[src/rtl/per2axi_req_buffer.sv]
// Peripheral request FIFO feeding AXI4 AW/W/AR; a request reaches AXI valid two cycles after grant.
// Valids are held until ready, and AW and W complete independently. Grant drops while the FIFO is full.
module per2axi_req_buffer #(
   parameter int PER_ADDR_WIDTH = 32,
   parameter int PER_ID_WIDTH   = 5,
   parameter int AXI_ADDR_WIDTH = 32,
   parameter int AXI_DATA_WIDTH = 64,
   parameter int AXI_ID_WIDTH   = 3,
   parameter int DEPTH          = 2,
   localparam int AXI_STRB_WIDTH = AXI_DATA_WIDTH / 8
) (
   input  logic                      clk_i,
   input  logic                      rst_i,
   input  logic                      per_slave_req_i,
   input  logic [PER_ADDR_WIDTH-1:0] per_slave_add_i,
   input  logic                      per_slave_we_i,
   input  logic [31:0]               per_slave_wdata_i,
   input  logic [3:0]                per_slave_be_i,
   input  logic [PER_ID_WIDTH-1:0]   per_slave_id_i,
   output logic                      per_slave_gnt_o,
   output logic                      axi_master_aw_valid_o,
   output logic [AXI_ADDR_WIDTH-1:0] axi_master_aw_addr_o,
   output logic [2:0]                axi_master_aw_size_o,
   output logic [1:0]                axi_master_aw_burst_o,
   output logic [7:0]                axi_master_aw_len_o,
   output logic [AXI_ID_WIDTH-1:0]   axi_master_aw_id_o,
   input  logic                      axi_master_aw_ready_i,
   output logic                      axi_master_w_valid_o,
   output logic [AXI_DATA_WIDTH-1:0] axi_master_w_data_o,
   output logic [AXI_STRB_WIDTH-1:0] axi_master_w_strb_o,
   output logic                      axi_master_w_last_o,
   input  logic                      axi_master_w_ready_i,
   output logic                      axi_master_ar_valid_o,
   output logic [AXI_ADDR_WIDTH-1:0] axi_master_ar_addr_o,
   output logic [2:0]                axi_master_ar_size_o,
   output logic [1:0]                axi_master_ar_burst_o,
   output logic [7:0]                axi_master_ar_len_o,
   output logic [AXI_ID_WIDTH-1:0]   axi_master_ar_id_o,
   input  logic                      axi_master_ar_ready_i,
   output logic                      trans_req_o,
   output logic [AXI_ID_WIDTH-1:0]   trans_id_o,
   output logic [AXI_ADDR_WIDTH-1:0] trans_add_o,
   output logic                      busy_o
);

   localparam int PW     = (DEPTH > 1) ? $clog2(DEPTH) : 1;
   localparam int CW     = $clog2(DEPTH + 1);
   localparam int NLANES = AXI_DATA_WIDTH / 32;
   localparam int LW     = (NLANES > 1) ? $clog2(NLANES) : 1;

   typedef struct packed {
      logic [PER_ADDR_WIDTH-1:0] add;
      logic                      we;
      logic [31:0]               wdata;
      logic [3:0]                be;
      logic [PER_ID_WIDTH-1:0]   id;
   } entry_t;

   typedef enum logic [2:0] {S_IDLE, S_WR, S_WR_W, S_WR_AW, S_RD} state_e;

   entry_t        mem_q [DEPTH];
   entry_t        mem_d [DEPTH];
   logic [PW-1:0] wr_ptr_q, wr_ptr_d, rd_ptr_q, rd_ptr_d;
   logic [CW-1:0] cnt_q, cnt_d;
   state_e        state_q, state_d;
   logic          push, pop, full, empty;
   entry_t        head;

   logic [AXI_ID_WIDTH-1:0]   head_id;
   logic [LW-1:0]             lane;
   logic [AXI_ADDR_WIDTH-1:0] head_addr;
   logic [AXI_DATA_WIDTH-1:0] head_data;
   logic [AXI_STRB_WIDTH-1:0] head_strb;
   logic [2:0]                head_size;

   function automatic logic [PW-1:0] next_ptr(input logic [PW-1:0] p);
      return (p == PW'(DEPTH - 1)) ? '0 : p + 1'b1;
   endfunction

   // Grant looks only at registered occupancy, so a same-cycle pop never frees a slot early.
   assign full            = (cnt_q == CW'(DEPTH));
   assign empty           = (cnt_q == '0);
   assign per_slave_gnt_o = per_slave_req_i && !full && !rst_i;
   assign push            = per_slave_gnt_o;
   assign head            = mem_q[rd_ptr_q];

   always_comb begin
      mem_d    = mem_q;
      wr_ptr_d = wr_ptr_q;
      rd_ptr_d = rd_ptr_q;
      cnt_d    = cnt_q;
      if (push) begin
         mem_d[wr_ptr_q] = '{add: per_slave_add_i, we: per_slave_we_i, wdata: per_slave_wdata_i,
                             be: per_slave_be_i, id: per_slave_id_i};
         wr_ptr_d = next_ptr(wr_ptr_q);
      end
      if (pop) rd_ptr_d = next_ptr(rd_ptr_q);
      if (push && !pop)      cnt_d = cnt_q + 1'b1;
      else if (pop && !push) cnt_d = cnt_q - 1'b1;
   end

   always_ff @(posedge clk_i or posedge rst_i) begin
      if (rst_i) begin
         for (int i = 0; i < DEPTH; i++) mem_q[i] <= '0;
         wr_ptr_q <= '0;
         rd_ptr_q <= '0;
         cnt_q    <= '0;
      end else begin
         mem_q    <= mem_d;
         wr_ptr_q <= wr_ptr_d;
         rd_ptr_q <= rd_ptr_d;
         cnt_q    <= cnt_d;
      end
   end

   // Head decode: one-hot id to binary, 32-bit lane steering, transfer size from byte enables.
   always_comb begin
      head_id = '0;
      for (int i = 0; i < PER_ID_WIDTH; i++)
         if (head.id[i]) head_id = AXI_ID_WIDTH'(i);
      lane      = (NLANES > 1) ? head.add[LW+1:2] : '0;
      head_addr = '0;
      head_addr[PER_ADDR_WIDTH-1:0] = head.add;
      head_data = '0;
      head_data[int'(lane)*32 +: 32] = head.wdata;
      head_strb = '0;
      head_strb[int'(lane)*4 +: 4] = head.be;
      case (head.be)
         4'b0001, 4'b0010, 4'b0100, 4'b1000: head_size = 3'd0;
         4'b0011, 4'b0110, 4'b1100:          head_size = 3'd1;
         default:                            head_size = 3'd2;
      endcase
   end

   always_ff @(posedge clk_i or posedge rst_i) begin
      if (rst_i) state_q <= S_IDLE;
      else       state_q <= state_d;
   end

   always_comb begin
      state_d = state_q;
      pop     = 1'b0;
      case (state_q)
         S_IDLE:  if (!empty) state_d = head.we ? S_RD : S_WR;
         S_WR: begin
            if (axi_master_aw_ready_i && axi_master_w_ready_i) begin
               pop     = 1'b1;
               state_d = S_IDLE;
            end else if (axi_master_aw_ready_i) state_d = S_WR_W;
            else if (axi_master_w_ready_i)      state_d = S_WR_AW;
         end
         S_WR_W:  if (axi_master_w_ready_i)  begin pop = 1'b1; state_d = S_IDLE; end
         S_WR_AW: if (axi_master_aw_ready_i) begin pop = 1'b1; state_d = S_IDLE; end
         S_RD:    if (axi_master_ar_ready_i) begin pop = 1'b1; state_d = S_IDLE; end
         default: state_d = S_IDLE;
      endcase
   end

   // Valids decode from state only; payloads come straight from the unmoving FIFO head.
   always_comb begin
      axi_master_aw_valid_o = (state_q == S_WR) || (state_q == S_WR_AW);
      axi_master_w_valid_o  = (state_q == S_WR) || (state_q == S_WR_W);
      axi_master_ar_valid_o = (state_q == S_RD);
      trans_req_o           = (state_q == S_RD) && axi_master_ar_ready_i;
      busy_o                = !empty || (state_q != S_IDLE);
   end

   assign axi_master_aw_addr_o  = head_addr;
   assign axi_master_aw_size_o  = head_size;
   assign axi_master_aw_burst_o = 2'b01;
   assign axi_master_aw_len_o   = 8'd0;
   assign axi_master_aw_id_o    = head_id;
   assign axi_master_w_data_o   = head_data;
   assign axi_master_w_strb_o   = head_strb;
   assign axi_master_w_last_o   = axi_master_w_valid_o;
   assign axi_master_ar_addr_o  = head_addr;
   assign axi_master_ar_size_o  = head_size;
   assign axi_master_ar_burst_o = 2'b01;
   assign axi_master_ar_len_o   = 8'd0;
   assign axi_master_ar_id_o    = head_id;
   assign trans_id_o            = head_id;
   assign trans_add_o           = head_addr;

endmodule
[config.mk]
export PLATFORM = sky130hd
export DESIGN_NAME = per2axi_req_buffer
export DESIGN_NICKNAME = d
export VERILOG_FILES = /design/src/rtl/per2axi_req_buffer.sv
export SDC_FILE = /design/constraint.sdc
export NUM_CORES = 1
export LEC_CHECK = 0
export BUFFER_PORTS_ARGS = -buffer_cell sky130_fd_sc_hd__buf_2
export CAP_MARGIN = 25
export CORE_ASPECT_RATIO = 0.9
export CORE_MARGIN = 5
export CORE_UTILIZATION = 56
export CTS_BUF_LIST = sky130_fd_sc_hd__clkbuf_8
export CTS_CLUSTER_SIZE = 30
export DETAILED_ROUTE_END_ITERATION = 16
export MAX_ROUTING_LAYER = met4
export PLACE_DENSITY = 0.95
export SETUP_SLACK_MARGIN = 0.15
export SLEW_MARGIN = 20
export SYNTH_ARGS = -nofsm -noshare
export SYNTH_HDL_FRONTEND = slang
export SYNTH_SLANG_ARGS = --single-unit
[constraint.sdc]
create_clock -name clk_i -period 14.6 [get_ports clk_i]
set_clock_uncertainty 0.1 [all_clocks]
set_input_delay 2.92 -clock clk_i [delete_from_list [all_inputs] [get_ports clk_i]]
set_output_delay 2.92 -clock clk_i [all_outputs]
set_load 0.05 [all_outputs]
==> summary.txt <==
Flow run
  • MaxCap Viol Count: 0

Clocking
  • Clock root buffer: clkbuf_8
  • CTS tree: done
  • Max H-tree Level: 4
  • CTS Buf Count: 17
  • Clk pin slew, worst setup/hold paths: 80 ps
  • Sink Count: 153
  • Clock tree buffer depth: 2
  • Setup bufs post-CTS: 0
  • CTS resizes: 0
  • Clk_lat worst skew: 450 ps
  • Hold buffer count at CTS: 0

Layout
  • Layout cells sized above 1: 59.83%
  • Layout area overhead: 14.86%
  • # fillers: 1021
  • Final core occ: 66.15%
  • Final net count: 887
  • Non-filler instance count after layout: 1014

Floorplan
  • DIE HEIGHT: 124.3 um
  • I/O pins: 290
  • Area of the die: 17020 sq um
  • CORE AREA: 14110 sq um
  • # rows: 41
  • Starting Density: 57.59%
  • DIE WIDTH: 137.0 um

Timing
  • Final hold slack: 406.4 ps
  • Worst-Margin Slew: 995.2 ps
  • RSZ-0062 raised after global routing: no
  • Final slew viol count: 0
  • Endpoints failing setup: 0
  • Final Hold Vio Count: 0
  • Setup TNS: 0 ps
  • Crit share post-route: 48.30%
  • Fmax: 141.8 MHz
  • Slew headroom: 33.65%
  • Post-layout min period: 7052 ps

Drt
  • Initial DRC count: 246
  • Vias per std cell: 5.086
  • Vias: 5157
  • Routed WL: 18350 um
  • Drt wl/cell: 18.09 um
  • Final ANT Viol Nets: 0
  • DRT Pass-1 Iters: 4
  • DR DRC count: 0

Critical path
  • Critical path's most frequent cell: buf_2
  • CP Max Fanout: 36
  • Worst Setup End Kind: output pin
  • Crit path kind: in -> out
  • Slowest-stage cell, CP: and3_1
  • CP Data Required Time: 11580 ps
  • Max stage delay on crit path: 390 ps
  • Critical path cell sequence: buf_2, inv_6, and3_1, buf_2
  • Delay-heaviest family, CP: buffers and inverters
  • Worst Path Arrival: 4030 ps
  • CP bufs+invs: 3
  • Startpoint types: input port

GRT
  • First-pass GRT wire length: 28760 um
  • Met1 usage: 26.97%
  • Routing usage on met3: 5.695%
  • Initial antenna violation count: 1
  • Gr usage total: 21.86%
  • Global routing's busiest layer: met2
  • Global route overflow: 0
  • Largest net degree at the start of global routing: 74
  • Vias in the first global route: 5321
  • Met2 usage: 35.77%

Logic synthesis
  • Top cells by count, synth: 153 x dfrtp_1, 110 x mux2_2, 96 x buf_4
  • Ranking of synthesized cells by area: dfrtp_1 47%, mux2_2 15%, mux2_4 13%, buf_4 8.9%, mux2i_1 4.6%
  • Area leader, netlist: dfrtp_1
  • Most used DFF post-synth: dfrtp_1
  • Post-synth EDFFs: 0
  • Syn_area_per_cell: 13.06 sq um
  • Post-synth top area share: 47.13%
  • Count leader, synth: dfrtp_1
  • Synth Warn #: 0
  • Post-synthesis sequential area ratio: 47.13%
  • Synth Cell Area: 8124 sq um
  • Gate Count Post-Synth: 622
  • Synthesized flop and latch total: 153
  • Ys async rst share: 100.0%
  • Distinct cells, synth: 33

Run status
  • Status: completed

Placed design
  • Placed Cells: 979
  • DP HPWL: 12780 um
  • GPL Wtd Cong: 0.7580
  • I/O Buffers: 266

Min path
  • Hold crit path type: reg -> reg
==> flip-flops by register name (all words and copies together) (netlist names) <==
register	flops
rd_ptr_q	1
mem_q	146
wr_ptr_q	1
cnt_q	2
state_q	3
==> cells in the final DEF, fill, tap and decap left out, drive strengths merged, types with 3 or more instances in the layout <==
cell type | Yosys | final
a21oi | 3 | 3
mux2i | 38 | 38
dfrtp | 153 | 153
nor3 | 6 | 6
bufinv | 0 | 6
xnor2 | 4 | 4
conb | 2 | 22
buf | 122 | 272
nand2b | 3 | 3
clkbuf | 5 | 18
nor2 | 79 | 79
xor2 | 3 | 3
mux2 | 180 | 180
clkinv | 0 | 4
inv | 4 | 6
nand2 | 4 | 4
nor2b | 3 | 3
==> per-stage QoR <==
step                instance area, sq um  setup slack, ps
floorplan                           8199             4801
global placement                    8787             7559
detailed placement                  8815             7548
CTS                                 9306             7533
global route                        9329             7456
finish                              9331             7548
==> cell families after synthesis <==
kind of cell	count (synthesis)	share of synthesized area (%)
simple gates	101	5.313
other cells	2	0.09244
mux	218	32.91
buf+inv	131	12.95
fa+ha+maj	1	0.1540
compound gates	9	0.6930
xor+xnor	7	0.7547
flops	153	47.13
==> routing by layer <==
layer | part of all wire, % | routed length (um)
met3 | 7.4 | 1366
met5 | 0 | 0
met2 | 49 | 9067
met1 | 42 | 7730
met4 | 0.99 | 182
==> worst register-to-register path, cell delays in order, from the launching register on <==
cell	delay, ps
dfrtp_1	430
nand2b_1	120
and3_1	330
nor2b_4	830
buf_4	920
mux2_2	450
==> path summary, 6_finish.rpt <==
path                                        from                     end  slack, ps  cells past startpoint
max in group asynchronous                  rst_i    rd_ptr_q$_DFFE_PP0P_      10910                      3
setup / recovery                           rst_i         per_slave_gnt_o       7550                      4
min in group asynchronous                  rst_i  mem_q[146]$_DFFE_PP0P_       2350                      2
setup reg to reg            cnt_q[0]$_DFFE_PP0P_   mem_q[91]$_DFFE_PP0P_      11320                      5
hold reg to reg            mem_q[47]$_DFFE_PP0P_   mem_q[47]$_DFFE_PP0P_        410                      1
hold / removal             mem_q[47]$_DFFE_PP0P_   mem_q[47]$_DFFE_PP0P_        410                      1
==> final cells by class <==
cell class              instances  area (sq um)  area share [%]
repair buffers                272          1409           15.10
multi-input cells             358          3332           35.71
inverters                       4         20.02          0.2145
clock buffers                  18         247.7           2.655
diodes                          2         5.005         0.05363
clock inverters                14         244.0           2.615
well taps                     193         241.5           2.588
flip-flops and latches        153          3832           41.07
Power is left out: the tool's default activity adds up to more than one toggle a clock period on the data nets, which glitch-free logic cannot reach.
